`src/rtl/omsp_spm_key_writer.sv`:
```
// Pulls the SM key from the key-derivation engine 16 bits per word and writes it into the SPM array.
// Latency: first write 2 cycles after start, at least 2 cycles per word, done 1 cycle after the last write.
// Backpressure: kd_ready is high only in WAIT; SPM_KEY_WIPE_EN adds a zero-wipe of all words after abort/timeout.
module omsp_spm_key_writer #(
    parameter int SECURITY     = 64,
    parameter int KEY_IDX_SIZE = 2,
    parameter int TIMEOUT      = 255
) (
    input  logic                    mclk,
    input  logic                    puc_rst,
    input  logic                    start,
    input  logic                    abort,
    input  logic                    kd_valid,
    input  logic [15:0]             kd_data,
    output logic                    kd_ready,
    output logic                    write_key,
    output logic [15:0]             key_in,
    output logic [KEY_IDX_SIZE-1:0] key_idx,
    output logic                    busy,
    output logic                    done,
    output logic                    error
);

    localparam int                      KEY_WORDS = SECURITY / 16;
    localparam logic [KEY_IDX_SIZE-1:0] LAST_IDX  = KEY_IDX_SIZE'(KEY_WORDS - 1);
    localparam logic [KEY_IDX_SIZE-1:0] IDX_ONE   = KEY_IDX_SIZE'(1);
    localparam logic [15:0]             TCNT_LAST = 16'(TIMEOUT - 1);

    typedef enum logic [2:0] {
        S_IDLE,
        S_WAIT,
        S_WRITE,
        S_DONE,
        S_ERR
`ifdef SPM_KEY_WIPE_EN
        , S_WIPE
`endif
    } state_t;

`ifdef SPM_KEY_WIPE_EN
    localparam state_t S_FAIL  = S_WIPE;
    localparam bit     WIPE_EN = 1'b1;
`else
    localparam state_t S_FAIL  = S_IDLE;
    localparam bit     WIPE_EN = 1'b0;
`endif

    state_t                  state, state_nxt;
    logic [KEY_IDX_SIZE-1:0] idx, idx_nxt;
    logic [15:0]             tcnt, tcnt_nxt;
    logic [15:0]             key_nxt;

    always_ff @(posedge mclk or posedge puc_rst) begin
        if (puc_rst) begin
            state  <= S_IDLE;
            idx    <= '0;
            tcnt   <= '0;
            key_in <= '0;
        end else begin
            state  <= state_nxt;
            idx    <= idx_nxt;
            tcnt   <= tcnt_nxt;
            key_in <= key_nxt;
        end
    end

    always_comb begin
        state_nxt = state;
        idx_nxt   = idx;
        tcnt_nxt  = tcnt;
        key_nxt   = key_in;
        kd_ready  = 1'b0;
        write_key = 1'b0;
        busy      = 1'b1;
        done      = 1'b0;
        error     = 1'b0;
        case (state)
            S_IDLE: begin
                busy = 1'b0;
                if (start && !abort) begin
                    state_nxt = S_WAIT;
                    idx_nxt   = '0;
                    tcnt_nxt  = '0;
                end
            end
            S_WAIT: begin
                kd_ready = 1'b1;
                if (abort) begin
                    state_nxt = S_FAIL;
                    if (WIPE_EN) begin
                        idx_nxt = '0;
                        key_nxt = '0;
                    end
                end else if (kd_valid) begin
                    key_nxt   = kd_data;
                    tcnt_nxt  = '0;
                    state_nxt = S_WRITE;
                end else if (tcnt == TCNT_LAST) begin
                    state_nxt = S_ERR;
                end else begin
                    tcnt_nxt = tcnt + 16'd1;
                end
            end
            S_WRITE: begin
                // The strobe in this cycle always completes, even when abort arrives with it.
                write_key = 1'b1;
                if (abort) begin
                    state_nxt = S_FAIL;
                    if (WIPE_EN) begin
                        idx_nxt = '0;
                        key_nxt = '0;
                    end
                end else if (idx == LAST_IDX) begin
                    state_nxt = S_DONE;
                end else begin
                    idx_nxt   = idx + IDX_ONE;
                    state_nxt = S_WAIT;
                end
            end
            S_DONE: begin
                done      = 1'b1;
                state_nxt = S_IDLE;
            end
            S_ERR: begin
                error     = 1'b1;
                state_nxt = S_FAIL;
                if (WIPE_EN) begin
                    idx_nxt = '0;
                    key_nxt = '0;
                end
            end
`ifdef SPM_KEY_WIPE_EN
            S_WIPE: begin
                write_key = 1'b1;
                if (idx == LAST_IDX) begin
                    state_nxt = S_IDLE;
                end else begin
                    idx_nxt = idx + IDX_ONE;
                end
            end
`endif
            default: begin
                state_nxt = S_IDLE;
            end
        endcase
    end

    assign key_idx = idx;

endmodule

```
`config.mk`:
```
export PLATFORM = sky130hd
export DESIGN_NAME = omsp_spm_key_writer
export DESIGN_NICKNAME = d
export VERILOG_FILES = /design/src/rtl/omsp_spm_key_writer.sv
export SDC_FILE = /design/constraint.sdc
export NUM_CORES = 1
export LEC_CHECK = 0
export CORE_MARGIN = 3
export CORE_UTILIZATION = 50
export DETAILED_ROUTE_END_ITERATION = 8
export HOLD_SLACK_MARGIN = 0.12
export PLACE_DENSITY = 0.8
export SLEW_MARGIN = 20
export SYNTH_ARGS = -nofsm -noshare
export SYNTH_HDL_FRONTEND = slang
export SYNTH_SLANG_ARGS = --single-unit
```
`constraint.sdc`:
```
create_clock -name mclk -period 3.04 [get_ports mclk]
set_input_delay 0.608 -clock mclk [delete_from_list [all_inputs] [get_ports mclk]]
set_output_delay 0.608 -clock mclk [all_outputs]
set_load 0.02 [all_outputs]
```
==> metrics.txt, run 1 <==
result of the run completed; final net count 256; r2r setup slk 0.95 ns; Worst-Margin Slew 0.514 ns; top sig layer met4; Final GP Congestion 0.843; Stages on worst setup path 2; horizontal die dimension 68.2 um; WP data required 2.43 ns; Post-CTS Resized 0; first-pass iteration count of the detailed router 4; synthesis warning total 0; Area Overhead vs Synth 32.2%; multi-input gate area in the final layout 926 sq um; Arrival @ worst endpoint 1.77 ns; pins over their slew limit 0; number of setup buffers added after CTS 0; Final Skew 0.00615 ns; Cells after Synth 186; number of buffers created by CTS 5; post-route total power 2.09 mW; final period demand of the worst path 2.37 ns; Critical Path End Type primary output; hold-fix buffer count after cts 0; end point of the critical path busy; full die area 4660 sq um; count of H-tree levels built during CTS 2; starting density of the core 55.0%; Hold WS 0.483 ns; origin of the critical flop-to-flop path tcnt[1]$_DFFE_PP0P_; Final Hold Violating Endpoints 0; via count of the first global-routing pass 1,690; Pwr Density 815 nW/um^2; count of cells along the worst register-to-register path 5; post-detailed-route DRC marker count 0; number of max-capacitance violations reported 0; maximum achievable frequency 421 MHz; number of antenna-violating nets in the routed design 0; cell family with most CP delay buffers and inverters; diode count 0; kind of start point of the critical path flip-flop; buffer depth of the longest clock path 2; total leakage power 1.05 nW; average cell area after synthesis 10.4 sq um; number of I/O port buffers 43; Synth Net Count 210; antenna violations before repair 0; sequential cell area fraction in the yosys report 47.8%; Synth area leaders sky130_fd_sc_hd__dfrtp_1 (48%), sky130_fd_sc_hd__mux2_2 (9.3%), sky130_fd_sc_hd__a31oi_1 (3.9%), sky130_fd_sc_hd__o21ai_0 (2.6%), sky130_fd_sc_hd__inv_1 (2.1%); post-detailed-routing wire length 4760 um; Post-Synthesis Cell Area 1940 sq um; library cells used by synthesis 41; Filler Cell Count 260; final sum of negative setup slack 0 ns; total I/O pin count 44; normalized max-slew margin 65.7%; library cell used as clock root buffer sky130_fd_sc_hd__clkbuf_8; fin util 72.7%; routed via count divided by cell count 6.07; Metal-1 WL 1980 um; average wire length per cell after detail routing 17.1 um; Tcrit/Tclk final 78.1%; fraction of layout cells with a size suffix above 1 16.7%; vertical die dimension 68.2 um; final setup violation count 0; total number of placement rows 21; detailed placer's ending HPWL 3420 um; gr ovfl total 0; worst path bufs/invs 1; type of the most critical hold path flip-flop to flip-flop; slack of the critical path 0.666 ns; class of the most critical setup path flip-flop to primary output; count of vias placed by the detailed router 1,693; clock tree from TritonCTS done; library cell contributing the largest single delay on the critical path sky130_fd_sc_hd__clkdlybuf4s50_1; clock-pin slew of the registers on the worst-case setup and hold paths 0.07 ns; number of synthesized register bits 37; Yosys top cell area share 47.8%; unrepaired setup endpoints after global routing false; number of DRC markers in iteration 0 77; post-synth top area cell sky130_fd_sc_hd__dfrtp_1; Seq. cell area 926 sq um; crit path cell chain or3_1 > clkdlybuf4s50_1; core footprint 3520 sq um; first-pass GRT wire length 7820 um; first element of the critical path state[0]$_DFFE_PP0P_; metal2 WL 2380 um; total length of routed met3 wires 326 um; total global-route track usage 22.5%; delay of the slowest cell on the worst path 0.55 ns; maximum ir drop on the vdd rail 0.000348 V; pin count of the biggest net entering global routing 38; Worst-Skew Late Latency 0.29 ns; clock sink count 37; worst slack at placement 0.599 ns; endpoint of the lowest-slack register-to-register path tcnt[14]$_DFFE_PP0P_; peak fanout along the critical path 14
[metrics by stage]
step	instance area, sq um	instances
2_1_floorplan	1940	186
3_3_place_gp	2430	271
3_5_place_dp	2430	271
4_1_cts	2560	279
5_1_grt	2560	279
6_report	2560	279
[synthesized netlist by cell type, drive strengths merged]
cell     instances
dfrtp           37
mux2            16
a31oi           12
inv             11
nand2           10
o21ai           10
nand3            8
nor2             7
buf              6
nand4            6
nor3             6
nand2b           5
o211ai           5
and3             4
and4             4
clkbuf           4
o221ai           4
or4              4
a221o            3
and2             3
ha               3
nor4             3
a31o             2
or3              2
a21oi            1
a41oi            1
nand4b           1
nor2b            1
nor3b            1
nor4b            1
nor4bb           1
o221a            1
o22ai            1
o2bb2ai          1
o31a             1
[worst reg2reg max path, stage by stage (launching register included)]
cell and delay [ns]:
sky130_fd_sc_hd__dfrtp_1 0.42, sky130_fd_sc_hd__ha_1 0.23, sky130_fd_sc_hd__nand3_1 0.27, sky130_fd_sc_hd__or4_4 0.60, sky130_fd_sc_hd__and4_4 0.20, sky130_fd_sc_hd__a221o_1 0.26
[final cells by class]
cell class / instances / area share [%]
well taps: 46 / 2.25
flip-flops and latches: 37 / 36.2
clock inverters: 3 / 2.54
repair buffers: 49 / 18.6
multi-input cells: 128 / 36.2
clock buffers: 5 / 2.69
inverters: 11 / 1.61
[metal layers]
metal | up-vias | track usage [%]
met4 | 0 | 8.93
met3 | 9 | 4.43
met5 | - | 0
li1 | 799 | -
met1 | 821 | 27.3
met2 | 64 | 39.1
[logic make-up after synthesis]
kind of cell,share of synthesized area (%)
mux,9.30
simple gates,21.3
fa+ha+maj,1.94
buf+inv,4.39
compound gates,15.2
flops,47.8
[worst min path at each step]
| stage | startpoint | endpoint | slack, ns | depth (start not counted) |
|---|---|---|---|---|
| after floorplan | tcnt[15]$_DFFE_PP0P_ | tcnt[15]$_DFFE_PP0P_ | 0.45 | 1 |
| after global placement | tcnt[15]$_DFFE_PP0P_ | tcnt[15]$_DFFE_PP0P_ | 0.47 | 1 |
| after detailed placement | tcnt[15]$_DFFE_PP0P_ | tcnt[15]$_DFFE_PP0P_ | 0.47 | 1 |
| after CTS | tcnt[15]$_DFFE_PP0P_ | tcnt[15]$_DFFE_PP0P_ | 0.48 | 1 |
| after global routing | tcnt[15]$_DFFE_PP0P_ | tcnt[15]$_DFFE_PP0P_ | 0.53 | 1 |
| final | tcnt[15]$_DFFE_PP0P_ | tcnt[15]$_DFFE_PP0P_ | 0.48 | 1 |
[report_power, final]
part	internal, mW	total, mW	switching [mW]
clock network	0.326	0.497	0.171
logic	0.427	0.832	0.405
registers	0.636	0.756	0.120
total	1.39	2.09	0.696
[placed cells by master (no fill, tap or decap), types with 2 or more instances in the layout]
master	netlist	layout
sky130_fd_sc_hd__nor4_1	2	2
sky130_fd_sc_hd__nand2b_1	5	5
sky130_fd_sc_hd__and3_1	4	4
sky130_fd_sc_hd__buf_4	0	6
sky130_fd_sc_hd__dfrtp_1	37	37
sky130_fd_sc_hd__nand4_1	5	5
sky130_fd_sc_hd__inv_1	11	11
sky130_fd_sc_hd__or3_1	2	2
sky130_fd_sc_hd__nand2_1	10	10
sky130_fd_sc_hd__nand3_1	8	8
sky130_fd_sc_hd__a31o_2	2	2
sky130_fd_sc_hd__o211ai_1	5	5
sky130_fd_sc_hd__a221o_1	3	3
sky130_fd_sc_hd__mux2_2	16	16
sky130_fd_sc_hd__clkbuf_8	0	5
sky130_fd_sc_hd__bufinv_16	0	2
sky130_fd_sc_hd__o21ai_0	10	10
sky130_fd_sc_hd__o221ai_1	4	4
sky130_fd_sc_hd__and4_1	2	2
sky130_fd_sc_hd__nor2_1	7	7
sky130_fd_sc_hd__or4_1	3	3
sky130_fd_sc_hd__clkdlybuf4s50_1	0	43
sky130_fd_sc_hd__a31oi_1	12	12
sky130_fd_sc_hd__and2_1	3	3
sky130_fd_sc_hd__ha_1	3	3
sky130_fd_sc_hd__nor3_1	6	6
[flip-flops by register name, indices dropped and copies added (netlist names)]
signal / cells
key_in: 16
state: 3
tcnt: 16
key_idx: 2
No activity file was read; power rests on OpenSTA's default activity.
==> run 2, diff against run 1 <==
Clock period 3.04 ns to 2.3 ns, I/O delays scaled along.
==> run 2 against run 1 <==
  * Cell area up 0.59%
  * Critical path type unchanged
  * Wire length decreased by 0.25%
  * Power grew 28%
  * First-iteration DRC count grew 27%
  * Worst hold slack gained 0.0076 ns
  * Clock power up 13%
==> metrics.txt, run 2 (synthesis gave the netlist of run 1 again) <==
DP Cell Count 272; starting density of the core 55.0%; first-pass GRT wire length 7700 um; unrepaired setup endpoints after global routing false; buffer depth of the longest clock path 2; final setup violation count 0; worst min-delay path endpoint tcnt[15]$_DFFE_PP0P_; Pwr Density 1040 nW/um^2; detailed placer's ending HPWL 3450 um; multi-input gate area in the final layout 926 sq um; cell family with most CP delay buffers and inverters; Post-CTS Resized 0; number of setup buffers added after CTS 0; class of the most critical setup path flip-flop to primary output; total I/O pin count 44; maximum ir drop on the vdd rail 0.000690 V; count of H-tree levels built during CTS 2; clock sink count 37; clock-pin slew of the registers on the worst-case setup and hold paths 0.07 ns; WP data required 1.84 ns; most used routing layer met2; final period demand of the worst path 2.22 ns; number of DRC markers in iteration 0 98; full die area 4660 sq um; pins over their slew limit 0; antenna violations before repair 0; average wire length per cell after detail routing 17.0 um; total number of placement rows 21; final sum of negative setup slack 0 ns; normalized max-slew margin 69.1%; kind of start point of the critical path flip-flop; final net count 257; via count of the first global-routing pass 1,710; r2r setup slk 0.26 ns; total leakage power 1.05 nW; number of max-capacitance violations reported 0; number of I/O port buffers 43; gr ovfl total 0; global-route met3 utilization 4.60%; origin of the critical flop-to-flop path tcnt[0]$_DFFE_PP0P_; fraction of layout cells with a size suffix above 1 17.5%; registers with the highest flip-flop counts key_in (16), tcnt (16), state (3); number of stages on the worst hold path 1; total global-route track usage 22.4%; filler-free cell count of the finished design 280; count of cells along the worst register-to-register path 7; core footprint 3520 sq um; pin count of the biggest net entering global routing 38; delay of the slowest cell on the worst path 0.56 ns; endpoint of the lowest-slack register-to-register path tcnt[5]$_DFFE_PP0P_; type of the most critical hold path flip-flop to flip-flop; Filler Cell Count 261; Area Overhead vs Synth 32.9%; met1 routing resource usage after global routing 26.8%; routed via count divided by cell count 6.07; most frequent cells in the layout sky130_fd_sc_hd__clkdlybuf4s50_1 (43), sky130_fd_sc_hd__dfrtp_1 (36), sky130_fd_sc_hd__mux2_2 (16); hold path startpoint tcnt[15]$_DFFE_PP0P_; number of buffers created by CTS 5; count of vias placed by the detailed router 1,700; commonest non-fill, non-tap cell in the layout sky130_fd_sc_hd__clkdlybuf4s50_1; library cell used as clock root buffer sky130_fd_sc_hd__clkbuf_8; Final GP Congestion 0.870; first-pass iteration count of the detailed router 4; library cell contributing the largest single delay on the critical path sky130_fd_sc_hd__clkdlybuf4s50_1; crit path cell chain or3_1 > clkdlybuf4s50_1; vertical die dimension 68.2 um; met2 track demand over resource in global routing 37.5%; peak fanout along the critical path 11; result of the run completed; hold-fix buffer count after cts 0; post-detailed-route DRC marker count 0; worst path bufs/invs 1; Worst-Skew Late Latency 0.29 ns; maximum achievable frequency 450 MHz; horizontal die dimension 68.2 um; Arrival @ worst endpoint 1.76 ns; Final Skew 0.00745 ns; Worst-Margin Slew 0.463 ns; clock tree from TritonCTS done; number of antenna-violating nets in the routed design 0; diode count 0; Seq. cell area 927 sq um; Critical Path End Type primary output; Tcrit/Tclk final 96.6%; Final Hold Violating Endpoints 0; post-detailed-routing wire length 4750 um
[run 2: final cells by class]
class                           count  area share, %
Clock buffer                        5           2.67
Clock inverter                      3           1.80
Inverter                           11           1.60
Multi-Input combinational cell    128           36.0
Sequential cell                    37           36.0
Tap cell                           46           2.24
Timing Repair Buffer               50           19.7
[run 2: power by group]
part	leakage [nW]	switching (mW)	internal, mW
logic	0.518	0.537	0.576
registers	0.479	0.156	0.843
clock network	0.0543	0.237	0.324
[run 2: worst max path at each step]
stage	from	endpoint	slack, ns	cells past startpoint
global route	state[2]$_DFFE_PP0P_	write_key	0.003	3
global placement	kd_valid	tcnt[12]$_DFFE_PP0P_	0.25	6
floorplan	abort	key_in[0]$_DFFE_PP0P_	0.44	6
CTS	state[0]$_DFFE_PP0P_	busy	0.04	2
detailed placement	kd_valid	tcnt[7]$_DFFE_PP0P_	0.23	6
finish	state[1]$_DFFE_PP0P_	busy	0.08	2
[run 2: metrics by stage]
step / cell area, sq um / setup WS, ns / power, mW / util [%] / hold WS, ns
after global routing: 2570 / 0.00332 / 2.84 / 73.1 / 0.514
after global placement: 2460 / 0.251 / 2.07 / 69.8 / 0.473
final: 2570 / 0.0783 / 2.67 / 73.1 / 0.491
after floorplan: 1940 / 0.437 / 1.59 / - / 0.451
after CTS: 2570 / 0.0382 / 2.70 / 73.1 / 0.492
after detailed placement: 2460 / 0.227 / 2.13 / 69.8 / 0.483
[run 2: per-layer routing]
layer  vias to the layer above  share of wire [%]  wire length (um)
li1                        803                  -                 -
met5                         -                  0                 0
met2                        84                 50              2360
met3                        11                7.2               340
met4                         0                2.7               127
met1                       802                 41              1920
[run 2: worst register-to-register path: cells and delay by family (launching register included)]
family / cells / cell delay (ns)
AND/OR/NAND/NOR: 2 / 0.48
adder cells (fa/ha/maj): 1 / 0.14
AO/OA/AOI/OAI: 2 / 0.60
buffers and inverters: 2 / 0.30
flip-flops: 1 / 0.41
==> run 3, diff against run 2 <==
Settings changed: CORE_MARGIN 3 to default, CTS_CLUSTER_SIZE from default to 28, RECOVER_POWER from default to 50.
==> run 3 against run 2 <==
  * Combinational power is essentially flat
  * Largest cell class is now multi-input gates
  * Wire length grew 0.53%
  * Largest power group unchanged
  * Cell area shrank 0.83%
  * Critical path depth grew 1
  * Non-clock buffer count grew 1
  * Sequential power is essentially flat
  * Worst hold slack lost 0.0081 ns
==> metrics.txt, run 3 (synthesis gave the netlist of run 1 again) <==
result of the run completed; number of buffers created by CTS 5; clock sink count 37; WP data required 1.84 ns; peak fanout along the critical path 11; number of antenna-violating nets in the routed design 0; Filler Cell Count 292; core footprint 3690 sq um; Tcrit/Tclk final 95.9%; vertical die dimension 64.2 um; gr ovfl total 0; registers with the highest flip-flop counts key_in (16), tcnt (16), state (3); commonest non-fill, non-tap cell in the layout sky130_fd_sc_hd__dfrtp_1; via count of the first global-routing pass 1,641; unrepaired setup endpoints after global routing false; Final Hold Violating Endpoints 0; total number of placement rows 22; type of the most critical hold path flip-flop to flip-flop; Final GP Congestion 0.815; top sig layer met4; count of vias placed by the detailed router 1,747; metal2 WL 2430 um; detailed placer's ending HPWL 3420 um; Post-CTS Resized 0; Final Skew 0.00683 ns; Pwr Density 1010 nW/um^2; clock-pin slew of the registers on the worst-case setup and hold paths 0.07 ns; most frequent cells in the layout sky130_fd_sc_hd__dfrtp_1 (36), sky130_fd_sc_hd__clkdlybuf4s50_1 (32), sky130_fd_sc_hd__mux2_2 (16); clock tree from TritonCTS done; average wire length per cell after detail routing 16.9 um; pins over their slew limit 0; normalized max-slew margin 40.6%; buffer depth of the longest clock path 2; kind of start point of the critical path flip-flop; antenna violations before repair 0; Critical Path End Type primary output; DP Cell Count 275; total length of routed met3 wires 303 um; number of setup buffers added after CTS 0; final period demand of the worst path 2.20 ns; maximum achievable frequency 454 MHz; class of the most critical setup path flip-flop to primary output; post-detailed-routing wire length 4780 um; starting density of the core 52.5%; diode count 0; number of max-capacitance violations reported 0; count of H-tree levels built during CTS 2; crit path cell chain nor2_2 > and2_1 > clkdlybuf4s50_1; final setup violation count 0; library cell used as clock root buffer sky130_fd_sc_hd__clkbuf_8; number of I/O port buffers 43; library cell contributing the largest single delay on the critical path sky130_fd_sc_hd__clkdlybuf4s50_1; first-pass GRT wire length 7850 um; Worst-Margin Slew 0.891 ns; total I/O pin count 44; first-pass iteration count of the detailed router 4; total leakage power 1.05 nW; maximum ir drop on the vdd rail 0.000449 V; delay of the slowest cell on the worst path 0.61 ns; final net count 258; horizontal die dimension 64.2 um; fraction of layout cells with a size suffix above 1 18.3%; filler-free cell count of the finished design 283; pin count of the biggest net entering global routing 38; full die area 4130 sq um; routed via count divided by cell count 6.17; Arrival @ worst endpoint 1.74 ns; post-detailed-route DRC marker count 0; Area Overhead vs Synth 31.8%; Metal-1 WL 1960 um; final sum of negative setup slack 0 ns; total global-route track usage 25.3%; hold-fix buffer count after cts 0; Worst-Skew Late Latency 0.30 ns; number of DRC markers in iteration 0 65
[run 3: cell count changes in the layout (fill, tap and decap cells not counted), sizes merged]
cell / before / now
clkdlybuf4s50: 43 / 32
dlygate4sd3: 0 / 11
clkbuf: 5 / 7
bufinv: 1 / 0
clkinv: 1 / 2
clkinvlp: 1 / 0
[run 3: per-layer routing]
layer / up-vias / GRT usage, %
li1: 806 / -
met1: 856 / 30.7
met2: 74 / 42.0
met3: 11 / 6.61
met4: 0 / 11.4
met5: - / 0
[run 3: area by class of cell]
cell class	instances	area (sq um)	share of cell area, %
clock buffers	6	82.6	3.23
clock inverters	2	13.8	0.539
inverters	11	41.3	1.62
multi-input cells	128	928	36.4
flip-flops and latches	37	927	36.3
well taps	48	60.1	2.35
repair buffers	51	500	19.6
[run 3: power breakdown]
group | internal, mW | switching (mW)
clock network | 0.243 | 0.237
logic | 0.546 | 0.534
registers | 0.843 | 0.165
total | 1.63 | 0.936
[run 3: stage by stage]
stage | area [sq um] | hold slack [ns] | worst slack (ns) | utilization [%] | total power [mW]
2_1_floorplan | 1940 | 0.451 | 0.437 | - | 1.59
3_3_place_gp | 2460 | 0.467 | 0.143 | 66.6 | 2.06
3_5_place_dp | 2460 | 0.472 | 0.0802 | 66.6 | 2.13
4_1_cts | 2550 | 0.483 | 0.0631 | 69.2 | 2.62
5_1_grt | 2550 | 0.500 | 0.00967 | 69.2 | 2.72
6_report | 2550 | 0.483 | 0.0952 | 69.2 | 2.57
[run 3: final timing paths]
path	startpoint	end	slack, ns	depth (start not counted)
setup / recovery	state[1]$_DFFE_PP0P_	kd_ready	0.1	3
hold / removal	tcnt[15]$_DFFE_PP0P_	tcnt[15]$_DFFE_PP0P_	0.48	1
setup reg to reg	tcnt[1]$_DFFE_PP0P_	tcnt[14]$_DFFE_PP0P_	0.22	5
hold reg to reg	tcnt[15]$_DFFE_PP0P_	tcnt[15]$_DFFE_PP0P_	0.48	1
max in group asynchronous	puc_rst	state[0]$_DFFE_PP0P_	0.82	3
min in group asynchronous	puc_rst	tcnt[4]$_DFFE_PP0P_	0.87	3
[run 3: critical path: cells and delay by family, from the launching register on]
| family | cells | cell delay (ns) |
|---|---|---|
| buf+inv | 1 | 0.61 |
| simple gates | 2 | 0.33 |
| flops | 1 | 0.51 |
